### src/rtl/types_pkg.sv
`default_nettype none
// ============================================================================
// Module      : types_pkg
// Description : Shared types and helpers for select_action_seq.
//               - opr_mode_t  : operation selector encodings
//               - seq_state_t : top-level sequencer states
//               - leading_ones_fn / count_ones_fn : bit counters that work
//                 for any word width up to MAX_W, given the live width.
// Revision    : 1.0 - initial registered/handshaked release
// ============================================================================
package types_pkg;

    // Widest word the counting helpers accept; callers zero-extend into it.
    localparam int MAX_W = 64;

    // Result width of the counting helpers (holds 0..MAX_W).
    typedef logic [6:0] cnt_t;

    typedef enum logic [2:0] {
        OP_RESET        = 3'd0,
        OP_ADD          = 3'd1,
        OP_SUB          = 3'd2,
        OP_MUL          = 3'd3,
        OP_LEADING_ONES = 3'd4,
        OP_COUNT_ONES   = 3'd5
    } opr_mode_t;

    typedef enum logic [1:0] {
        IDLE    = 2'd0,
        MUL_RUN = 2'd1,
        DONE_ST = 2'd2
    } seq_state_t;

    // Consecutive 1s starting at bit (w-1) and walking toward bit 0.
    function automatic cnt_t leading_ones_fn(input logic [MAX_W-1:0] v, input int w);
        cnt_t cnt;
        logic run;
        cnt = '0;
        run = 1'b1;
        for (int i = MAX_W - 1; i >= 0; i--) begin
            if (i < w) begin
                if (run && v[i]) begin
                    cnt = cnt + 7'd1;
                end else begin
                    run = 1'b0;
                end
            end
        end
        return cnt;
    endfunction

    // Population count of the low w bits.
    function automatic cnt_t count_ones_fn(input logic [MAX_W-1:0] v, input int w);
        cnt_t cnt;
        cnt = '0;
        for (int i = 0; i < MAX_W; i++) begin
            if (i < w) begin
                cnt = cnt + {6'd0, v[i]};
            end
        end
        return cnt;
    endfunction

endpackage : types_pkg
`default_nettype wire

### src/rtl/select_action_seq_if.sv
`default_nettype none
// ============================================================================
// Module      : select_action_seq_if
// Description : Request/result bundle between the switch/button front end
//               and the select_action_seq sequencer.
//               master : drives START/SELECTOR/SW, observes results
//               slave  : the sequencer (consumes request, drives results)
//               Signals: START, SELECTOR, SW[WIDTH], BUSY, DONE, LED[WIDTH], FLAG
// Revision    : 1.0 - initial release
// ============================================================================
interface select_action_seq_if
    import types_pkg::*;
#(
    parameter int WIDTH = 16
) ();

    logic             START;
    opr_mode_t        SELECTOR;
    logic [WIDTH-1:0] SW;
    logic             BUSY;
    logic             DONE;
    logic [WIDTH-1:0] LED;
    logic             FLAG;

    modport master (
        output START, SELECTOR, SW,
        input  BUSY, DONE, LED, FLAG
    );

    modport slave (
        input  START, SELECTOR, SW,
        output BUSY, DONE, LED, FLAG
    );

endinterface : select_action_seq_if
`default_nettype wire

### src/rtl/select_action_seq_multiplier.sv
`default_nettype none
// ============================================================================
// Module      : seq_multiplier
// Description : Iterative shift-add unsigned multiplier, one multiplier bit
//               per cycle (LSB first), HALF cycles per product.
//   clk_i     : clock
//   rst_ni    : asynchronous active-low reset
//   load_i    : capture a_i/b_i and start (ignored semantics left to caller)
//   a_i, b_i  : HALF-bit operands
//   busy_o    : iterations pending
//   done_o    : high during the final iteration cycle; product_o is final
//               and valid to sample on the closing edge of that cycle
//   product_o : 2*HALF-bit product (accumulator after the current step)
// Revision    : 1.0 - initial release
// ============================================================================
module seq_multiplier #(
    parameter int HALF = 8
) (
    input  wire logic              clk_i,
    input  wire logic              rst_ni,
    input  wire logic              load_i,
    input  wire logic [HALF-1:0]   a_i,
    input  wire logic [HALF-1:0]   b_i,
    output logic                   busy_o,
    output logic                   done_o,
    output logic [2*HALF-1:0]      product_o
);

    localparam int CW = $clog2(HALF + 1);

    logic [2*HALF-1:0] acc_q;
    logic [2*HALF-1:0] mcand_q;
    logic [HALF-1:0]   mplier_q;
    logic [CW-1:0]     cnt_q;
    logic              busy_q;

    logic [2*HALF-1:0] acc_d;

    // Accumulator value after the step in progress; on the last step this is
    // the finished product, which lets the caller latch it on the same edge.
    always_comb begin
        acc_d = acc_q;
        if (mplier_q[0]) begin
            acc_d = acc_q + mcand_q;
        end
    end

    always_ff @(posedge clk_i or negedge rst_ni) begin
        if (!rst_ni) begin
            acc_q    <= '0;
            mcand_q  <= '0;
            mplier_q <= '0;
            cnt_q    <= '0;
            busy_q   <= 1'b0;
        end else if (load_i) begin
            acc_q    <= '0;
            mcand_q  <= {{HALF{1'b0}}, a_i};
            mplier_q <= b_i;
            cnt_q    <= CW'(HALF);
            busy_q   <= 1'b1;
        end else if (busy_q) begin
            acc_q    <= acc_d;
            mcand_q  <= mcand_q << 1;
            mplier_q <= mplier_q >> 1;
            cnt_q    <= cnt_q - CW'(1);
            if (cnt_q == CW'(1)) begin
                busy_q <= 1'b0;
            end
        end
    end

    assign busy_o    = busy_q;
    assign done_o    = busy_q && (cnt_q == CW'(1));
    assign product_o = acc_d;

endmodule : seq_multiplier
`default_nettype wire

### src/rtl/select_action_seq.sv
`default_nettype none
// ============================================================================
// Module      : select_action_seq
// Description : Registered, handshaked operation selector. Captures SW and
//               SELECTOR on START, produces a held LED result and FLAG,
//               pulses DONE for one cycle. MUL runs on seq_multiplier.
//   CLK100MHZ  : clock
//   CPU_RESETN : asynchronous active-low reset
//   bus        : slave side of select_action_seq_if
//                (START, SELECTOR, SW in; BUSY, DONE, LED, FLAG out)
// Revision    : 1.0 - initial release
// ============================================================================
module select_action_seq
    import types_pkg::*;
#(
    parameter int WIDTH = 16
) (
    input  wire logic           CLK100MHZ,
    input  wire logic           CPU_RESETN,
    select_action_seq_if.slave  bus
);

    localparam int HALF = WIDTH / 2;

    seq_state_t       state_q;
    logic [WIDTH-1:0] led_q;
    logic             flag_q;
    logic             busy_q;
    logic             done_q;

    logic [WIDTH-1:0] led_d;
    logic             flag_d;
    logic             accept;
    logic             mul_load;
    logic             mul_busy;
    logic             mul_done;
    logic [WIDTH-1:0] mul_product;

    logic [HALF-1:0]  op_a;
    logic [HALF-1:0]  op_b;
    logic [HALF:0]    add_sum;
    logic [WIDTH-1:0] sub_diff;
    cnt_t             lo_cnt;
    cnt_t             co_cnt;

    assign op_a = bus.SW[WIDTH-1:HALF];
    assign op_b = bus.SW[HALF-1:0];

    // DONE_ST accepts a new request exactly like IDLE (back-to-back).
    assign accept   = bus.START && (state_q != MUL_RUN);
    assign mul_load = accept && (bus.SELECTOR == OP_MUL);

    always_comb begin
        add_sum  = {1'b0, op_a} + {1'b0, op_b};
        sub_diff = {{HALF{1'b0}}, op_a} - {{HALF{1'b0}}, op_b};
        lo_cnt   = leading_ones_fn(MAX_W'(bus.SW), WIDTH);
        co_cnt   = count_ones_fn(MAX_W'(bus.SW), WIDTH);
        led_d    = '0;
        flag_d   = 1'b0;
        case (bus.SELECTOR)
            OP_ADD: begin
                led_d  = WIDTH'(add_sum);
                flag_d = add_sum[HALF];
            end
            OP_SUB: begin
                led_d  = sub_diff;
                flag_d = (op_a < op_b);
            end
            OP_LEADING_ONES: led_d = WIDTH'(lo_cnt);
            OP_COUNT_ONES:   led_d = WIDTH'(co_cnt);
            default: begin
                led_d  = '0;
                flag_d = 1'b0;
            end
        endcase
    end

    seq_multiplier #(
        .HALF (HALF)
    ) u_mul (
        .clk_i     (CLK100MHZ),
        .rst_ni    (CPU_RESETN),
        .load_i    (mul_load),
        .a_i       (op_a),
        .b_i       (op_b),
        .busy_o    (mul_busy),
        .done_o    (mul_done),
        .product_o (mul_product)
    );

    always_ff @(posedge CLK100MHZ or negedge CPU_RESETN) begin
        if (!CPU_RESETN) begin
            state_q <= IDLE;
            led_q   <= '0;
            flag_q  <= 1'b0;
            busy_q  <= 1'b0;
            done_q  <= 1'b0;
        end else begin
            case (state_q)
                IDLE, DONE_ST: begin
                    if (accept) begin
                        if (bus.SELECTOR == OP_MUL) begin
                            state_q <= MUL_RUN;
                            busy_q  <= 1'b1;
                            done_q  <= 1'b0;
                        end else begin
                            // Single-cycle ops commit on the capture edge.
                            state_q <= DONE_ST;
                            led_q   <= led_d;
                            flag_q  <= flag_d;
                            busy_q  <= 1'b0;
                            done_q  <= 1'b1;
                        end
                    end else begin
                        state_q <= IDLE;
                        busy_q  <= 1'b0;
                        done_q  <= 1'b0;
                    end
                end
                MUL_RUN: begin
                    if (mul_busy && mul_done) begin
                        state_q <= DONE_ST;
                        led_q   <= mul_product;
                        flag_q  <= 1'b0;
                        busy_q  <= 1'b0;
                        done_q  <= 1'b1;
                    end
                end
                default: begin
                    state_q <= IDLE;
                    busy_q  <= 1'b0;
                    done_q  <= 1'b0;
                end
            endcase
        end
    end

    assign bus.BUSY = busy_q;
    assign bus.DONE = done_q;
    assign bus.LED  = led_q;
    assign bus.FLAG = flag_q;

endmodule : select_action_seq
`default_nettype wire

### src/flat_wrapper.sv
// flat-port wrapper written by rule: the top's interface ports become plain ports
module select_action_seq_flat import types_pkg::*;
#(
    parameter int WIDTH = 16
)
  (CLK100MHZ, CPU_RESETN, bus_START, bus_SELECTOR, bus_SW, bus_BUSY, bus_DONE, bus_LED, bus_FLAG);
  select_action_seq_if #(.WIDTH(WIDTH)) bus_i ();
  input  wire logic CLK100MHZ;
  input  wire logic CPU_RESETN;
  input wire logic [$bits(bus_i.START)-1:0] bus_START;
  input wire logic [$bits(bus_i.SELECTOR)-1:0] bus_SELECTOR;
  input wire logic [$bits(bus_i.SW)-1:0] bus_SW;
  output wire logic [$bits(bus_i.BUSY)-1:0] bus_BUSY;
  output wire logic [$bits(bus_i.DONE)-1:0] bus_DONE;
  output wire logic [$bits(bus_i.LED)-1:0] bus_LED;
  output wire logic [$bits(bus_i.FLAG)-1:0] bus_FLAG;
  assign bus_i.START = bus_START;
  assign bus_i.SELECTOR = bus_SELECTOR;
  assign bus_i.SW = bus_SW;
  assign bus_BUSY = bus_i.BUSY;
  assign bus_DONE = bus_i.DONE;
  assign bus_LED = bus_i.LED;
  assign bus_FLAG = bus_i.FLAG;
  select_action_seq #(.WIDTH(WIDTH)) u_core (.CLK100MHZ(CLK100MHZ), .CPU_RESETN(CPU_RESETN), .bus(bus_i));
endmodule
### config.mk
export PLATFORM = sky130hd
export DESIGN_NAME = select_action_seq_flat
export DESIGN_NICKNAME = d
export VERILOG_FILES = /design/src/rtl/types_pkg.sv /design/src/rtl/select_action_seq_if.sv /design/src/rtl/select_action_seq_multiplier.sv /design/src/rtl/select_action_seq.sv /design/src/flat_wrapper.sv
export SDC_FILE = /design/constraint.sdc
export NUM_CORES = 1
export LEC_CHECK = 0
export CAP_MARGIN = 0
export CORE_MARGIN = 4
export CORE_UTILIZATION = 48
export CTS_BUF_LIST = sky130_fd_sc_hd__clkbuf_8
export CTS_CLUSTER_SIZE = 30
export DETAILED_ROUTE_END_ITERATION = 10
export PLACE_DENSITY = 0.76
export SLEW_MARGIN = 20
export SYNTH_ARGS = -nofsm -noshare
export SYNTH_HDL_FRONTEND = slang
export SYNTH_SLANG_ARGS = --single-unit
### constraint.sdc
create_clock -name CLK100MHZ -period 3.6 [get_ports CLK100MHZ]
set_input_delay 1.08 -clock CLK100MHZ [delete_from_list [all_inputs] [get_ports CLK100MHZ]]
set_output_delay 1.08 -clock CLK100MHZ [all_outputs]
set_load 0.005 [all_outputs]
After elaboration in Yosys (flattened, before gate mapping) --
Cells that the tools add are included.
Word-level totals: register bits after elaboration 66
Operators by class: add/subtract/negate cells 34, muxes and demuxes 64, equality and inequality tests 12, order comparisons 1, reductions and logical operators 24
Operators by type and width (count):
- two-way mux 16 bit | 8
- adder 7 x 1 -> 7 bit, second input constant | 15
- two-way mux 7 bit | 15
- adder 7 x 1 -> 7 bit | 14
- case mux 16 bit (4 select lines) | 1
- case mux 16 bit (2 select lines) | 1
- two-way mux 1 bit | 27
- logical AND 1 bit | 19
- adder 16 bit | 1
- two-way mux 8 bit | 2
- adder 8 x 8 -> 9 bit | 1
- subtractor 8 x 8 -> 9 bit | 1
- less-than comparator 8 bit | 1
- two-way mux 4 bit | 2
- case mux 1 bit (2 select lines) | 4
- == test 3 x 2 -> 1 bit, second input constant | 2
- == test 3 bit, second input constant | 2
- two-way mux 2 bit | 3
- inequality test 2 x 1 -> 1 bit, second input constant | 3
- == test 4 x 1 -> 1 bit, second input constant | 1
- case mux 2 bit (2 select lines) | 1
- AND reduction 4 bit | 1
- nonzero test 2 bit | 2
- subtractor 4 x 1 -> 4 bit, second input constant | 1
- other kinds (7) | 7

Depth between registers and ports, before layout --
word-level depth 35, gate-level depth with buffers 40

Cells and area by module --
Synthesis repeated with hierarchy kept, for this count alone.
Second synthesis, totals: cell total of the unflattened synthesis 780, area, all modules 6586.3 µm²
Modules (own cells, without submodules):
- select_action_seq | seq. area each 500.5 µm², area an instance 3751.1 µm², times used 1, cells an instance 481
- seq_multiplier | seq. area each 1126.1 µm², area an instance 2835.2 µm², times used 1, cells an instance 299

Least setup slack after synthesis --
Ideal clock, no wire load.
kind in2reg, from in bus_SW[13], to reg u_core.led_q[6] (netlist: u_core.bus.LED[6]), buffers on the path 0, setup slack -4.475 ns, stages 37, data arrival time 7.947 ns, path through inv_1 a21oi_1 ha_1 o31ai_1 inv_1 ha_1 inv_1 mux2i_1 ha_1 a211oi_1 a21oi_1 ha_1 mux2i_1 a21o_1 a2111oi_0 a21o_1 nor2_1 a31oi_1 ha_1 nand2_1 o21ai_0 nand2_1 o31ai_1 a21oi_1 ha_1 mux2_2 ha_1 mux2_2 mux2_2 ha_1 mux2_2 ha_1 and4_1 a32oi_1 mux2i_1 a31oi_1 a31oi_1
Between the ends: longest elaborated chain between the ends 32, elaborated cells on any way between the ends 63, those cells by class add/sub: 18; mux: 31; reduce/logical: 14
RTL lines:
- start, declared | line flat_wrapper.sv:12 | input wire logic [$bits(bus_i.SW)-1:0] bus_SW;
- logical AND 1 bit | line types_pkg.sv:42 | if (run && v[i]) begin
- two-way mux 7 bit or two-way mux 1 bit (tied branches) | line types_pkg.sv:42
- adder 7 x 1 -> 7 bit or logical AND 1 bit (tied branches) | line types_pkg.sv:43, types_pkg.sv:42
- two-way mux 7 bit or two-way mux 1 bit (tied branches) | line types_pkg.sv:42
- adder 7 x 1 -> 7 bit or logical AND 1 bit (tied branches) | line types_pkg.sv:43, types_pkg.sv:42
- two-way mux 7 bit or two-way mux 1 bit (tied branches) | line types_pkg.sv:42
- adder 7 x 1 -> 7 bit or logical AND 1 bit (tied branches) | line types_pkg.sv:43, types_pkg.sv:42
- two-way mux 7 bit or two-way mux 1 bit (tied branches) | line types_pkg.sv:42
- [16 not listed]
- adder 7 x 1 -> 7 bit or logical AND 1 bit (tied branches) | line types_pkg.sv:43, types_pkg.sv:42
- two-way mux 7 bit or two-way mux 1 bit (tied branches) | line types_pkg.sv:42
- adder 7 x 1 -> 7 bit or logical AND 1 bit (tied branches) | line types_pkg.sv:43, types_pkg.sv:42
- two-way mux 7 bit | line types_pkg.sv:42
- case mux 16 bit (4 select lines) (*) | line select_action_seq.sv:60 | case (bus.SELECTOR)
- two-way mux 16 bit (*) | line select_action_seq.sv:102 | if (bus.SELECTOR == OP_MUL) begin
- two-way mux 16 bit (*) | line select_action_seq.sv:101 | if (accept) begin
- case mux 16 bit (2 select lines) (*) | line select_action_seq.sv:99 | case (state_q)
- end signal, assigned | line select_action_seq.sv:109 | led_q <= led_d;
- end signal, assigned | line select_action_seq.sv:123 | led_q <= mul_product;
- end, declared | line select_action_seq.sv:26 | logic [WIDTH-1:0] led_q;
Every way passes the cells marked *; elsewhere a longest branch is shown, timed or not. The select of a mux whose other input is x is not followed. A chain may end at the register's enable or synchronous reset.

Worst setup path after layout --
from in bus_SW[13], to reg u_core.led_q[3] (netlist: u_core.bus.LED[3])
The elaborated chain is that of the path after synthesis.

==> flow_summary.yaml <==
outcome:
  outcome: "complete, but fails checks"
  violations: "setup timing"
layout:
  syn_to_final_growth_pct: 36.5
  layout-drive-gt1-share_pct: 31.2
  antenna_cells: 0
  final_common_cell: "buf_4"
  fin_nets: 1044
  layout_common_cells: "buf_4, nand2_1, dfrtp_1, nor2_1, ha_1"
  fillers: 1048
clock_tree:
  clock_latency_ns: 0.35
  max-clock-path-buffers: 2
  htree_levels: 3
  cts_sinks: 65
  tritoncts: "done"
  cts_hold_buf: 0
  cts_buffers: 9
  cts.root.buffer_cell: "clkbuf_8"
  clk_pin_slew_worst_paths_ns: 0.07
placement:
  hpwl_microns: 14300
  gp_congestion: 0.848
  io_buffers: 40
  post-place-ws_ns: -4.66
job:
  max_cap_violations: 0
grt:
  grt_pass1_vias: 6467
  track_usage_pct: 25.0
  grt_overflow: 0
  antenna_found_initial: 0
  grt_pass1_wl_microns: 30900
  grt_max_degree: 54
synth:
  async_flop_share_pct: 100
  synth_fp_nets: 837
  yosysTopAreaCellShare_pct: 25.1
  yosysUniqueCellTypes: 87
  syn_inst: 752
  synth_edf_count: 0
  ys_ff_latch: 65
  syn_avg_cell_area_sq_um: 8.61
  syn-cell-area_sq_mm: 0.00648
  synth.largest_area_cell: "dfrtp_1"
  synth_warnings: 0
  synthTopCellsByArea: "dfrtp_1, ha_1, mux2i_1, nand2_1, o21ai_0"
  synth_ff_type: "dfrtp_1"
  ys_seq_area_share_pct: 25.1
routing:
  drc: 0
  via_count: 6454
  drt_wl_total_microns: 18700
  dr.pass1.iters: 5
  wl_per_cell_microns: 16.4
  antenna_left: 0
  drt_iter0_markers: 505
  detail_route.vias_per_cell: 5.67
timing:
  post-route-period-util_pct: 208
  setup_viol: 7
  maxSlewViolCount: 0
  setup_slack_ns: -3.90
  finalHoldViolCount: 0
  rsz0062_at_grt: "yes"
  relSlewSlack_pct: 35.7
  tightestPinTransition_ns: 0.964
  max_freq_mhz: 133
  fin_crit_ns: 7.50
  skew_ns: 0.0125
die:
  start_util_pct: 48.9
  io_pins: 41
  die_height_microns: 124
  die_area_sq_mm: 0.0154
  rows: 42
  core_sq_mm: 0.0132
  die_w_microns: 124
setup_path:
  crit_fanout: 3
  cp-end-kind: "flip-flop"
  critPathMaxStageDelay_ns: 0.33
  required_ns: 3.88
  worstPathArrival_ns: 7.78
  slowest_stage: "ha_1"
  rrSetupSlack_ns: 0.23
  path_class: "in -> reg"
  cpMostUsedCell: "buf_4"
  critPathLaunchType: "primary input"
power_and_ir_drop:
  power.leakage_nw: 4.21
  power.density_mw_per_mm2: 476
  ir_worst_vdd_uv: 278
  power_mw: 4.21
hold_path:
  hp-class: "reg -> reg"
[repair_timing]
action                                  4_1_cts  5_1_grt
pin swaps                                    40       34
setup buffers                                15        6
gates resized for setup                      64       38
endpoints found under the setup margin       16       18
[critical path: cells and delay by family]
family | cells | cell delay [ns]
AOI/OAI and AO/OA | 14 | 1.97
and+or+nand+nor | 4 | 0.45
adders and majority gates | 7 | 1.78
muxes | 5 | 1.15
buffers and inverters | 9 | 0.93
xor gates and xnor gates | 3 | 0.44
[sequential cells by signal (all words and copies together) (netlist names)]
name                   count
u_core.u_mul.acc_q        16
u_core.bus.LED            16
u_core.u_mul.busy_o        1
u_core.u_mul.mcand_q      16
u_core.u_mul.mplier_q      8
u_core.bus.BUSY            1
u_core.state_q             2
u_core.u_mul.cnt_q         4
u_core.bus.FLAG            1
[Yosys cell counts (4+ instances only)]
cell type	count
inv_1	46
nor2_1	56
xor2_1	16
mux2i_1	42
clkbuf_1	19
o21ai_0	54
o221ai_1	6
a21o_1	22
nor3b_1	4
o31ai_1	4
o21bai_1	8
nand4_1	6
ha_1	50
and3_2	4
nor3_1	13
nand3_1	14
and2_1	9
nand3b_1	6
nor2b_1	4
a21oi_1	48
xnor3_1	4
nand2b_1	4
nand2_1	84
a31oi_1	9
and3_1	4
mux2_2	6
nor4_1	8
dfrtp_1	65
fa_1	13
a211oi_1	17
xnor2_1	18
[cell type report]
cell class                      instances  area (sq um)  area share [%]
Tap cell                              176           220            2.49
Timing Repair Buffer                  226          1840            20.8
Clock inverter                          6          62.6           0.708
Sequential cell                        65          1630            18.4
Inverter                               46           179            2.02
Clock buffer                            9           124            1.40
Multi-Input combinational cell        611          4790            54.1
[routing by layer]
layer	up-vias	track usage [%]	routed length (microns)
li1	3135	-	-
met1	3081	32.7	8250
met2	193	43.4	9090
met3	45	2.68	858
met4	0	7.87	478
met5	-	0	0
[final timing paths]
path,startpoint,endpoint,cells past startpoint
worst max-delay path,bus_SW[13],u_core.bus.LED[3],42
worst min-delay path,u_core.bus.LED[7],u_core.bus.LED[7],2
worst max register to register,u_core.u_mul.mcand_q[0],u_core.bus.LED[14],14
worst min register to register,u_core.bus.LED[7],u_core.bus.LED[7],2
max in group asynchronous,CPU_RESETN,u_core.u_mul.mplier_q[1],2
min in group asynchronous,CPU_RESETN,u_core.bus.LED[0],1
[where the power goes]
part	internal, mW	leakage, nW	switching, mW
logic	1.13	3.29	1.17
clock network	0.313	0.0979	0.287
registers	1.01	0.828	0.300
[cells by family (layout without fill, tap and decap cells)]
kind of cell | Yosys count | count (layout) | share of synthesized area (%)
and+or+nand+nor | 249 | 249 | 20.6
muxes | 49 | 49 | 7.88
DFF | 65 | 65 | 25.1
adders and majority gates | 63 | 63 | 13.7
AOI/OAI and AO/OA | 211 | 211 | 21.2
xor gates and xnor gates | 39 | 39 | 6.24
buffers and inverters | 76 | 287 | 5.35
[through the flow]
| stage | hold slack (ns) | setup TNS, ns | instances | area [sq um] | util, % |
|---|---|---|---|---|---|
| after global placement | 0.463 | -34.65 | 1104 | 8300 | 62.7 |
| after CTS | 0.485 | -23.82 | 1133 | 8680 | 65.5 |
| after global routing | 0.511 | -25.58 | 1139 | 8840 | 66.8 |
| after floorplan | 0.469 | -23.48 | 752 | 6600 | - |
| final | 0.484 | -23.76 | 1139 | 8840 | 66.8 |
| after detailed placement | 0.471 | -35.91 | 1104 | 8300 | 62.7 |
(Power assumes the default switching activity.)
